File: config.mk
export PLATFORM = sky130hd
export DESIGN_NAME = ram_port_arbiter
export DESIGN_NICKNAME = d
export VERILOG_FILES = /design/src/rtl/ram_port_arbiter.sv
export SDC_FILE = /design/constraint.sdc
export NUM_CORES = 1
export LEC_CHECK = 0
export BUFFER_PORTS_ARGS = -buffer_cell sky130_fd_sc_hd__buf_2
export CAP_MARGIN = 5
export CORE_MARGIN = 4
export CORE_UTILIZATION = 45
export CTS_CLUSTER_DIAMETER = 120
export DETAILED_ROUTE_END_ITERATION = 12
export PLACE_DENSITY = 0.78
export SLEW_MARGIN = 40
export SYNTH_ARGS = -nofsm -noshare
export SYNTH_HDL_FRONTEND = slang
export SYNTH_SLANG_ARGS = --single-unit
File: constraint.sdc
create_clock -name clk -period 2.5 [get_ports clk]
set_clock_uncertainty 0.2 [all_clocks]
set_input_delay 0.625 -clock clk [delete_from_list [all_inputs] [get_ports clk]]
set_output_delay 0.625 -clock clk [all_outputs]
set_load 0.02 [all_outputs]
File: src/rtl/ram_port_arbiter.sv
// Two-client arbiter/sequencer for the 16x8 dual-port RAM: one operation in flight, registered RAM controls and response.
// Build option: define RAM_ARB_ROUND_ROBIN_EN for round-robin tie breaking; otherwise client 0 has fixed priority.
module ram_port_arbiter #(
  parameter int ADDR_W = 4,
  parameter int DATA_W = 8
) (
  input  logic              clk,
  input  logic              rst,
  input  logic [1:0]        req_valid,
  input  logic [1:0]        req_write,
  input  logic [ADDR_W-1:0] req_addr0,
  input  logic [ADDR_W-1:0] req_addr1,
  input  logic [DATA_W-1:0] req_wdata0,
  input  logic [DATA_W-1:0] req_wdata1,
  output logic [1:0]        req_ready,
  output logic [1:0]        resp_valid,
  output logic [DATA_W-1:0] resp_rdata,
  output logic              mem_re,
  output logic              mem_wr,
  output logic [ADDR_W-1:0] mem_raddr,
  output logic [ADDR_W-1:0] mem_waddr,
  output logic [DATA_W-1:0] mem_din,
  input  logic [DATA_W-1:0] mem_dout
);

  typedef enum logic [1:0] {
    IDLE    = 2'd0,
    ISSUE   = 2'd1,
    CAPTURE = 2'd2,
    DONE    = 2'd3
  } state_e;

  state_e            state_q;
  logic              id_q;
  logic              write_q;
  logic [1:0]        resp_valid_q;
  logic [DATA_W-1:0] resp_rdata_q;
  logic              mem_re_q;
  logic              mem_wr_q;
  logic [ADDR_W-1:0] mem_raddr_q;
  logic [ADDR_W-1:0] mem_waddr_q;
  logic [DATA_W-1:0] mem_din_q;

  logic              grant_s;
  logic              hs_s;
  logic              write_d;
  logic [ADDR_W-1:0] addr_d;
  logic [DATA_W-1:0] wdata_d;

`ifdef RAM_ARB_ROUND_ROBIN_EN
  logic last_q;
`endif

  // Winner selection among valid requesters
  always_comb begin
    grant_s = 1'b0;
`ifdef RAM_ARB_ROUND_ROBIN_EN
    if (req_valid == 2'b11) begin
      grant_s = ~last_q;
    end else if (req_valid[0]) begin
      grant_s = 1'b0;
    end else begin
      grant_s = 1'b1;
    end
`else
    if (req_valid[0]) begin
      grant_s = 1'b0;
    end else begin
      grant_s = 1'b1;
    end
`endif
  end

  // Handshake only from IDLE and never while reset is being applied
  assign hs_s = (state_q == IDLE) && !rst && (req_valid != 2'b00);

  // Ready is combinational so a request is accepted in its first IDLE cycle
  always_comb begin
    req_ready = 2'b00;
    if (hs_s) begin
      req_ready = grant_s ? 2'b10 : 2'b01;
    end else begin
      req_ready = 2'b00;
    end
  end

  // Mux of the winning client's request fields
  always_comb begin
    write_d = req_write[0];
    addr_d  = req_addr0;
    wdata_d = req_wdata0;
    if (grant_s) begin
      write_d = req_write[1];
      addr_d  = req_addr1;
      wdata_d = req_wdata1;
    end else begin
      write_d = req_write[0];
      addr_d  = req_addr0;
      wdata_d = req_wdata0;
    end
  end

  // Sequencer FSM with registered RAM controls and response
  always_ff @(posedge clk) begin
    if (rst) begin
      state_q      <= IDLE;
      id_q         <= 1'b0;
      write_q      <= 1'b0;
      resp_valid_q <= 2'b00;
      resp_rdata_q <= {DATA_W{1'b0}};
      mem_re_q     <= 1'b0;
      mem_wr_q     <= 1'b0;
      mem_raddr_q  <= {ADDR_W{1'b0}};
      mem_waddr_q  <= {ADDR_W{1'b0}};
      mem_din_q    <= {DATA_W{1'b0}};
`ifdef RAM_ARB_ROUND_ROBIN_EN
      last_q       <= 1'b1;
`endif
    end else begin
      mem_re_q     <= 1'b0;
      mem_wr_q     <= 1'b0;
      resp_valid_q <= 2'b00;
      case (state_q)
        IDLE: begin
          if (hs_s) begin
            id_q     <= grant_s;
            write_q  <= write_d;
            mem_re_q <= ~write_d;
            mem_wr_q <= write_d;
            if (write_d) begin
              mem_waddr_q <= addr_d;
              mem_din_q   <= wdata_d;
            end else begin
              mem_raddr_q <= addr_d;
            end
`ifdef RAM_ARB_ROUND_ROBIN_EN
            last_q   <= grant_s;
`endif
            state_q  <= ISSUE;
          end else begin
            state_q <= IDLE;
          end
        end
        ISSUE: begin
          if (write_q) begin
            resp_valid_q <= id_q ? 2'b10 : 2'b01;
            state_q      <= DONE;
          end else begin
            state_q <= CAPTURE;
          end
        end
        CAPTURE: begin
          // RAM output is only meaningful this cycle, so it is held here
          resp_rdata_q <= mem_dout;
          resp_valid_q <= id_q ? 2'b10 : 2'b01;
          state_q      <= DONE;
        end
        DONE: begin
          state_q <= IDLE;
        end
        default: begin
          state_q <= IDLE;
        end
      endcase
    end
  end

  assign resp_valid = resp_valid_q;
  assign resp_rdata = resp_rdata_q;
  assign mem_re     = mem_re_q;
  assign mem_wr     = mem_wr_q;
  assign mem_raddr  = mem_raddr_q;
  assign mem_waddr  = mem_waddr_q;
  assign mem_din    = mem_din_q;

endmodule

==> summary.md <==
| Metric | Value |
|---|---|
| Status | finished clean |
| Post-synthesis sequential area ratio | 0.438 |
| Setup bufs post-CTS | 0 |
| Mean routed wirelength per cell | 12.9 um |
| Final Hold Fails | 0 |
| Crit-path max cell delay | 0.34 ns |
| Die Wd | 65.0 um |
| RSZ-0062 raised after global routing | no |
| Worst slack, placed | 0.342 ns |
| Hold slack | 0.265 ns |
| Synthesized cell area | 0.00146 mm^2 |
| Total CTS buffers | 5 |
| WS Path Type | register to output pin |
| Max_slew headroom | 0.668 |
| Max Clock Freq | 439 MHz |
| Post-DRT Antenna Nets | 0 |
| Die Ht | 65.0 um |
| Post-synth net total | 190 |
| CP startpoint kind | register |
| Dominant cell type by area after synthesis | dfxtp_1 |
| CP delay by family, top | flip-flops |
| Power per Cell Area | 892 mW/mm^2 |
| Vias | 1250 |
| Remaining Overflow, GRT | 0 |
| Syn-to-layout area delta | 27.5% |
| Cell count after synthesis | 148 |
| Area occupied by multi-input gates | 683 um^2 |
| Core Box Area | 0.00308 mm^2 |
| Most frequent cells after synthesis | dfxtp_1 (32), inv_1 (20), nor2_1 (13) |
| Fin nets | 256 |
| Initial antenna violation count | 0 |
| Primary FF master, synth | dfxtp_1 |
| Post-synth top area share | 0.438 |
| Final Non-Filler Cells | 259 |
| Gr usage total | 0.170 |
| H-tree levels | 2 |
| # DRC | 0 |
| Reported max-cap violation count | 0 |
| # diodes | 0 |
| DRT iter0 DRCs | 30 |
| Slew Limit Fails | 0 |
| CTS tree | yes |
| DPL Wire Length | 2520 um |
| Pin count of the biggest net entering global routing | 29 |
| Post-CTS sizing | 0 |
| Mean Syn Cell Area | 9.89 um^2 |
| Total number of yosys warnings | 0 |
| Count leader, synth | dfxtp_1 |
| Post-Route WL | 3330 um |
| Clk buf depth | 2 |
| Drt pass-1 iters | 4 |
| Crit path buf inv count | 2 |
| CP Cell Sequence | inv_1 > ha_1 > nand2b_1 > nor2_1 > buf_2 |
| Clock Sinks | 32 |
| Hold crit path type | register to register |
| Peak supply drop | 0.377 mV |
| PnR worst setup slack | 0.220 ns |
| Netlist cell types | 30 |
| Final period util | 0.912 |
| Starting Density | 0.476 |
| Hold_buf cts | 0 |
| I/O Buffers | 67 |
| Setup TNS | 0 ns |
| Most area-consuming cells after synthesis | dfxtp_1 (44%), a221oi_2 (8.2%), mux2i_1 (5.5%) |
| EDFF count, synth | 0 |
| P_leak | 0.881 nW |
| Gpl congestion | 0.760 |
| Post-synthesis sequential element count | 32 |
| Row Count | 20 |
| Setup violators final | 0 |
| Critical path fanouts, max | 8 |
| Period minus WS final | 2.28 ns |
| Share of layout cells above drive strength 1 | 0.405 |
| Clock transition at path regs | 0.09 ns |
| Vias in the first global route | 1221 |
| Placed cell count | 251 |
| Worst Path Required | 1.67 ns |
| Slew @ Worst Pin | 0.499 ns |
| Drt via density | 4.83 |
| Storage cell area | 641 um^2 |
| First-pass GRT wire length | 5440 um |
| # fillers | 282 |
| Async S/R FF share, synth | 0 |
| Clk root buf | clkbuf_4 |
| Number of I/O pins | 68 |
| Critical Path AT | 1.45 ns |
| Die area | 0.00423 mm^2 |
| Slowest CP cell | dfxtp_1 |
| Clock Latency Late Sink | 0.33 ns |
| CP Capture Type | output pin |
==> power breakdown <==
| group | switching (W) | total, W | internal [W] |
|---|---|---|---|
| Combinational | 0.000407 | 0.000698 | 0.000291 |
| Sequential | 0.0000500 | 0.000669 | 0.000619 |
| Clock | 0.000160 | 0.000298 | 0.000139 |
| Total | 0.000617 | 0.00166 | 0.00105 |
==> worst min-delay path, cell delays in order (launching register included) <==
cell      delay (ns)
dfxtp_1         0.32
inv_1           0.06
a221oi_2        0.05
==> path summary, 6_finish.rpt <==
check / from / endpoint / slack (ns) / depth (start not counted)
hold / removal: mem_din[7] / mem_din[7] / 0.27 / 2
setup / recovery: state_q[0] / req_ready[1] / 0.22 / 5
setup reg to reg: state_q[0] / mem_din[0] / 0.71 / 5
hold reg to reg: mem_din[7] / mem_din[7] / 0.27 / 2
==> flip-flops by register name, indices dropped and copies added (netlist names), 2 cells and up <==
name        cells
mem_raddr       4
state_q         2
mem_waddr       4
resp_rdata      8
mem_din         8
resp_valid      2
==> kinds of logic (layout without fill, tap and decap cells) <==
| kind of cell | after synthesis | count (layout) | synth area share |
|---|---|---|---|
| compound gates | 45 | 45 | 0.268 |
| fa+ha+maj | 4 | 4 | 0.0342 |
| buf+inv | 31 | 98 | 0.0957 |
| flops | 32 | 32 | 0.438 |
| mux | 8 | 8 | 0.0547 |
| simple gates | 28 | 28 | 0.109 |
==> area by class of cell <==
cell class / count / share of cell area
Multi-Input combinational cell: 85 / 0.366
Sequential cell: 32 / 0.343
Timing Repair Buffer: 69 / 0.188
Inverter: 21 / 0.0422
Clock buffer: 8 / 0.0315
Tap cell: 44 / 0.0295
==> layer usage <==
metal  share of wire  vias up  global-route usage
met4           0.021        0              0.0855
met3           0.073        9              0.0451
met2            0.46       43               0.284
li1                -      649                   -
met1            0.44      549               0.201
met5               0        -                   0
==> per-stage QoR <==
stage	instance area (um^2)	total power (W)	util
floorplan	1460	0.00119	-
global placement	1810	0.00137	0.587
detailed placement	1810	0.00138	0.587
CTS	1870	0.00169	0.607
global route	1870	0.00180	0.607
finish	1870	0.00166	0.607
==> placed cells by master (no fill, tap or decap), types with 2 or more instances in the layout <==
cell,count
buf_4,2
clkbuf_1,2
inv_1,20
a21o_1,2
o21ai_0,8
ha_1,4
clkbuf_4,5
a221oi_2,8
buf_2,67
dfxtp_1,32
nand2_1,3
mux2i_1,8
nor2_1,13
a21boi_0,8
a211oi_1,6
a221oi_1,8
nor2b_1,5
Power figures use the tool's default switching activity.
